$ cat src/rtl/ifetch_queue.sv
// rtl/ifetch_queue.sv - instruction fetch queue with in-order memory tracking and redirect flush
module ifetch_queue #(
  parameter int          DEPTH    = 4,
  parameter logic [31:0] RESET_PC = 32'h0000_0000
) (
  input  logic        clk,
  input  logic        reset,
  input  logic        redirect,
  input  logic [31:0] redirect_pc,
  output logic        mem_req_valid,
  input  logic        mem_req_ready,
  output logic [31:0] mem_req_addr,
  input  logic        mem_resp_valid,
  input  logic [31:0] mem_resp_data,
  output logic        instr_valid,
  output logic [31:0] instr,
  output logic [31:0] instr_pc,
  input  logic        instr_ready,
  output logic        resp_err
);

  // Pointer width indexes DEPTH entries; counters need one extra bit to hold DEPTH itself.
  localparam int          PW      = $clog2(DEPTH);
  localparam int          CW      = PW + 1;
  localparam logic [CW:0] DEPTH_C = (CW + 1)'(DEPTH);

  typedef enum logic {
    RUN   = 1'b0,
    FLUSH = 1'b1
  } state_t;

  state_t        state_q;
  state_t        state_d;

  logic [31:0]   fetch_pc_q;
  logic [31:0]   resp_pc_q;
  logic [CW-1:0] outstanding_q;
  logic [CW-1:0] drop_q;
  logic [CW-1:0] count_q;
  logic [PW-1:0] head_q;
  logic [PW-1:0] tail_q;
  logic          resp_err_q;

  logic [31:0]   data_mem [DEPTH];
  logic [31:0]   pc_mem   [DEPTH];

  logic          credit_ok;
  logic          req_fire;
  logic          resp_hit;
  logic          resp_spurious;
  logic          push;
  logic          pop;
  logic [CW-1:0] redirect_drop;
  logic [31:0]   redirect_base;
  logic          unused_pc_bits;

  // Low address bits of a redirect are forced to zero, so they never reach any state.
  assign unused_pc_bits = ^redirect_pc[1:0];
  assign redirect_base  = {redirect_pc[31:2], 2'b00};

  // Every queued entry plus every in-flight fetch holds a slot, so responses always fit.
  assign credit_ok = (({1'b0, count_q} + {1'b0, outstanding_q}) < DEPTH_C);

  // A response only counts against tracking when something is actually outstanding.
  assign resp_hit      = mem_resp_valid & (outstanding_q != '0);
  assign resp_spurious = mem_resp_valid & (outstanding_q == '0);
  assign req_fire      = mem_req_valid & mem_req_ready;

  // In RUN the drop count is always zero, so a hit outside a redirect cycle is real data.
  assign push = resp_hit & ~redirect & (drop_q == '0);
  assign pop  = instr_valid & instr_ready & ~redirect;

  // Whatever is still in flight after this cycle's response must be discarded on return.
  assign redirect_drop = outstanding_q - CW'(resp_hit);

  assign mem_req_addr = fetch_pc_q;
  assign instr_valid  = (count_q != '0);
  assign instr        = data_mem[head_q];
  assign instr_pc     = pc_mem[head_q];
  assign resp_err     = resp_err_q;

  // Fetch state register.
  always_ff @(posedge clk) begin
    if (reset) begin
      state_q <= RUN;
    end else begin
      state_q <= state_d;
    end
  end

  // Next-state and request-valid decode; redirect always restarts the flush decision.
  always_comb begin
    state_d       = state_q;
    mem_req_valid = 1'b0;
    if ((state_q == RUN) && !redirect && !reset && credit_ok) begin
      mem_req_valid = 1'b1;
    end
    if (redirect) begin
      state_d = (redirect_drop != '0) ? FLUSH : RUN;
    end else if ((state_q == FLUSH) && resp_hit && (drop_q == CW'(1))) begin
      state_d = RUN;
    end
  end

  // Program counters, in-flight accounting and queue pointers.
  always_ff @(posedge clk) begin
    if (reset) begin
      fetch_pc_q    <= RESET_PC;
      resp_pc_q     <= RESET_PC;
      outstanding_q <= '0;
      drop_q        <= '0;
      count_q       <= '0;
      head_q        <= '0;
      tail_q        <= '0;
    end else if (redirect) begin
      fetch_pc_q    <= redirect_base;
      resp_pc_q     <= redirect_base;
      outstanding_q <= redirect_drop;
      drop_q        <= redirect_drop;
      count_q       <= '0;
      head_q        <= '0;
      tail_q        <= '0;
    end else begin
      if (req_fire) begin
        fetch_pc_q <= fetch_pc_q + 32'd4;
      end
      outstanding_q <= outstanding_q + CW'(req_fire) - CW'(resp_hit);
      if (resp_hit && (drop_q != '0)) begin
        drop_q <= drop_q - CW'(1);
      end
      if (push) begin
        tail_q    <= tail_q + PW'(1);
        resp_pc_q <= resp_pc_q + 32'd4;
      end
      if (pop) begin
        head_q <= head_q + PW'(1);
      end
      count_q <= count_q + CW'(push) - CW'(pop);
    end
  end

  // Queue storage; contents are don't-care until the count marks them valid.
  always_ff @(posedge clk) begin
    if (!reset && push) begin
      data_mem[tail_q] <= mem_resp_data;
      pc_mem[tail_q]   <= resp_pc_q;
    end
  end

  // Sticky flag for a response that arrives with no fetch in flight.
  always_ff @(posedge clk) begin
    if (reset) begin
      resp_err_q <= 1'b0;
    end else if (resp_spurious) begin
      resp_err_q <= 1'b1;
    end
  end

endmodule

$ cat config.mk
export PLATFORM = sky130hd
export DESIGN_NAME = ifetch_queue
export DESIGN_NICKNAME = d
export VERILOG_FILES = /design/src/rtl/ifetch_queue.sv
export SDC_FILE = /design/constraint.sdc
export NUM_CORES = 1
export LEC_CHECK = 0
export ABC_AREA = 1
export CORE_MARGIN = 2
export CORE_UTILIZATION = 50
export CTS_BUF_LIST = sky130_fd_sc_hd__clkbuf_8
export DETAILED_ROUTE_END_ITERATION = 12
export GPL_ROUTABILITY_DRIVEN = 0
export PLACE_DENSITY_LB_ADDON = 0.2
export SKIP_CTS_REPAIR_TIMING = 1
export SYNTH_ARGS = -nofsm -noshare
export SYNTH_HDL_FRONTEND = slang
export SYNTH_SLANG_ARGS = --single-unit
$ cat constraint.sdc
create_clock -name clk -period 11.2 [get_ports clk]
set_input_delay 3.36 -clock clk [delete_from_list [all_inputs] [get_ports clk]]
set_output_delay 3.36 -clock clk [all_outputs]
set_load 0.01 [all_outputs]
## Word level (Yosys, flattened, before mapping)

Memories as Yosys holds them, arrays and structs flattened. A register that Yosys moved wholly into a read port is not among the register bits.
Index checks and enable logic that the tools add are counted.

| word-level totals | value |
|---|---|
| flip-flop bits (word level) | 79 |
| latch bits | 0 |
| memory bits (writable) | 256 |
| bits in read-only memories | 0 |
| bits of input ports | 70 |
| output and inout port bits | 99 |
| word-level logic and storage cells | 72 |
| memories | 2 |

| operators by class | value |
|---|---|
| $add $sub $neg | 11 |
| multipliers | 0 |
| divide/modulo/power cells | 0 |
| magnitude comparators | 1 |
| eq/ne operators | 1 |
| shift operators | 0 |
| multiplexer cells | 17 |
| bitwise operators | 9 |
| reduce and logical (&&, ||, !) cells | 20 |

Memories:

| name | depth | bits a word | read ports | clocked after Yosys merged registers in | wr ports | RTL line | source |
|---|---|---|---|---|---|---|---|
| data_mem | 4 | 32 | 1 | 1 | 1 | 44 | `logic [31:0] data_mem [DEPTH];` |
| pc_mem | 4 | 32 | 1 | 1 | 1 | 45 | `logic [31:0] pc_mem [DEPTH];` |

Operator list:

| cell | number |
|---|---|
| 32-bit two-way mux | 4 |
| 32-bit by 3-bit adder with 32-bit output, second input constant | 2 |
| 3-bit nonzero test | 4 |
| 3-bit two-way mux | 3 |
| 3-bit by 1-bit subtractor with 3-bit output | 3 |
| 2-bit two-way mux | 4 |
| 2-bit nonzero test | 4 |
| 1-bit AND | 7 |
| 1-bit logical AND | 7 |
| 3-bit by 1-bit adder with 3-bit output | 2 |
| 3-bit zero test | 2 |
| 1-bit two-way mux | 6 |
| 2-bit by 1-bit adder with 2-bit output, second input constant | 2 |
| 3-bit by 3-bit adder with 4-bit output | 1 |
| 4-bit by 3-bit < comparator with 1-bit output, second input constant | 1 |
| 3-bit by 1-bit equality test with 1-bit output, second input constant | 1 |
| 3-bit by 1-bit subtractor with 3-bit output, second input constant | 1 |
| 1-bit zero test | 2 |
| 1-bit inverter | 2 |
| 2-bit OR reduction | 1 |

## Longest topological paths before layout

| depth | value |
|---|---|
| depth after elaboration | 9 |
| depth in mapped cells | 13 |
| gate-level depth less buffers | 12 |

## Worst setup path after synthesis

No wires, ideal clock.

| timing | value |
|---|---|
| kind | input to output |
| start | input port reset |
| end | output port mem_req_valid |
| data arrival time | 3.807 ns |
| required time | 7.840 ns |
| setup slack | 4.033 ns |
| cell stages on the path | 4 |
| buffers on the path | 1 |
| cells stage by stage | buf_6 nor2_4 nand2_1 nor2_2 |

| on the way | value |
|---|---|
| word-level cells in the longest chain between the ends | 4 |

Ends and longest elaborated chain:

| what | RTL line | source |
|---|---|---|
| from (decl) | 7 | `input logic reset,` |
| 1-bit zero test | 95 | `if ((state_q == RUN) && !redirect && !reset && credit_ok) begin` |
| 1-bit logical AND (2 in a row) | 95 |  |
| 1-bit two-way mux | 95 |  |
| to (decl) | 10 | `output logic mem_req_valid,` |

Every way passes these cells.

## Worst setup path in the final report

Same ends and word-level chain as after synthesis.

==> impl_metrics.ini <==
[run_status]
run_status = finished, final reports clean

[power_and_ir_drop]
power_frac_seq_pct = 53.3
power.leakage_nw = 6.276
internal-power_mw = 1.951
p_clk_share_pct = 35.3
switching_share_pct = 25.24
cellPowerDensity_nw_per_um2 = 153.2
ir_worst_vdd_mv = 0.09541
pwr-share-comb_pct = 11.4
power.switching_mw = 0.6584

[logic_synthesis]
ys_types = 36
yosys.area.top_type = edfxtp_1
async_flop_share_pct = 0
ys_seq_elements = 325
synth_top_flop_cell = edfxtp_1
yosysSeqAreaShare_pct = 63.48
syn_area_um2 = 14160
synthTopCellsByArea = edfxtp_1, dfxtp_1, nand2_1
synth.top_cells.by_count = edfxtp_1, nand2_1, nor2_1
yosysWarnings = 0
yosysMostFrequentCell = edfxtp_1
synth_top_area_share_pct = 52.59
syn_area_per_cell_um2 = 10.03
synth_edf_count = 248
syn_inst = 1412

[layout]
antenna_cells = 0
drive_gt1_share_pct = 7.378
fillerInstances = 2307
nets = 1662
multiInputGateArea_um2 = 4478
final_area_um2 = 17030
stdcell_count = 1991
area_growth_pct = 20.24
seq_area_um2 = 8994

[timing]
fin_crit_ns = 8.791
rsz0062_at_grt = no
tns_ns = 0
finalHoldViolations = 0
holdWs_ns = 0.4607
finalMaxSlewViolations = 0
setup_viol = 0
max_freq_mhz = 113.8
period_share_pct = 78.49
max_slew_margin_pct = 30.98
skew_ns = 0.03032
worst_pin_slew_ns = 1.034

[setup_path]
critPathMostFrequentCell = clkdlybuf4s50_1
crit_type = in -> out
cp_slowest_stage_delay_ns = 0.56
worstPathRequired_ns = 7.84
crit_path_end_kind = output pin
cp_num_buf_inv = 3
critical_path.top_delay_family = buffers and inverters
critical_path.slowest_cell = clkdlybuf4s50_1
path_max_fanout = 37
critPathArrivalTime_ns = 5.43
cp-start-kind = input pin
path_cells = clkdlybuf4s50_1, buf_4, nor2_4, nand2_1, nor2_2, clkdlybuf4s50_1

[drt]
drt_first_pass_iters = 7
wl_met2_um = 15710
num_vias = 10750
drc = 0
top_layer = met4
wl_per_cell_um = 17.01
drtAntennaViolNets = 0
dr_wl_met3_um = 2706
vias_per_cell = 5.397
route.layer.met1.wl_um = 14550
wl_um = 33860
drt-initial-drc-count = 602

[floorplanning]
start_util_pct = 50.83
die_x_um = 172.3
die-area_um2 = 29680
core_um2 = 27860
row_count = 61
num_io_pins = 169
die_h_um = 172.3

[place]
portBuffers = 162
hpwlAfterDp_um = 20570
dpl_cell_area_um2 = 16070
place_inst = 1900

[cts]
cts_tree = yes
htreeDepth = 2
path_clk_slew_ns = 0.06
clock-sinks = 325
numCtsBuffers = 49
root_buffer = clkbuf_8
cts_buffer_depth = 3
insertion_delay_ns = 0.58

[hold_path]
hp-class = reg -> reg

[global_route]
gr-total-overflow = 0
grt_usage_pct = 22.52
antenna_found_initial = 0
grt_pass1_wl_um = 52050
grt_pass1_vias = 10010
grt_max_degree = 89

[flow_run]
maxCapViolations = 0
[flip-flops by register name (all words and copies together) (netlist names), named ones only]
signal	flops
count_q	3
data_mem	128
drop_q	3
head_q	2
mem_req_addr	30
outstanding_q	3
pc_mem	120
resp_err	1
resp_pc_q	30
state_q	1
tail_q	2
[logic make-up after synthesis]
group	after synthesis	share of synthesized area (%)
buffers and inverters	180	5.187
flip-flops	325	63.48
adder cells (fa/ha/maj)	19	1.785
AO/OA/AOI/OAI	302	11.32
XOR/XNOR	25	1.546
other	1	0.02648
AND/OR/NAND/NOR	560	16.66
[routing by layer]
layer	up-vias	GRT usage, %
met5	-	0
met4	0	8.367
met3	60	4.349
met2	403	36.09
met1	5099	30.64
li1	5183	-
[cells in the final DEF (no fill, tap or decap), drive strengths merged]
cell,count
clkinv,11
nand3b,4
xor2,23
o211ai,2
o21ai,180
ha,17
or2,2
o22ai,64
nand2,241
buf,10
a31oi,3
conb,4
nand4,13
xnor2,2
nand3,67
fa,2
a21oi,52
nor2,224
dfxtp,77
clkbuf,59
nor3,8
edfxtp,248
clkdlybuf4s50,162
o21bai,1
nor4,1
inv,136
[power groups by stage]
stage | registers [mW] | logic, mW | clock network [mW]
after detailed placement | 1.41 | 0.295 | 0
after floorplan | 1.40 | 0.171 | 0
after global routing | 1.40 | 0.331 | 0.991
after global placement | 1.41 | 0.289 | 0
after CTS | 1.39 | 0.298 | 0.939
final | 1.39 | 0.297 | 0.922
[final timing paths]
check / depth (start not counted) / start / slack, ns / endpoint
max: 6 / reset / 2.41 / mem_req_valid
min: 2 / resp_err / 0.46 / resp_err
max reg2reg: 9 / drop_q[1] / 8.33 / data_mem[0][5]
min reg2reg: 2 / resp_err / 0.46 / resp_err
[cell type report]
| cell class | count | area share (%) |
|---|---|---|
| Sequential cell | 325 | 52.83 |
| Multi-Input combinational cell | 910 | 26.30 |
| Timing Repair Buffer | 172 | 9.965 |
| Clock buffer | 59 | 4.770 |
| Tap cell | 378 | 2.778 |
| Inverter | 115 | 2.543 |
| Clock inverter | 32 | 0.8158 |
[metrics by stage]
| step | setup WS (ns) | utilization (%) | total power [mW] |
|---|---|---|---|
| floorplan | 4.033 | - | 1.576 |
| global placement | 2.375 | 57.70 | 1.702 |
| detailed placement | 2.389 | 57.70 | 1.710 |
| CTS | 2.373 | 61.11 | 2.626 |
| global route | 2.250 | 61.11 | 2.718 |
| finish | 2.409 | 61.11 | 2.609 |
[worst min-delay path, stage by stage (launching register included)]
cell	delay, ns
dfxtp_1	0.31
inv_1	0.05
a21oi_1	0.06
Power figures use the tool's default switching activity.
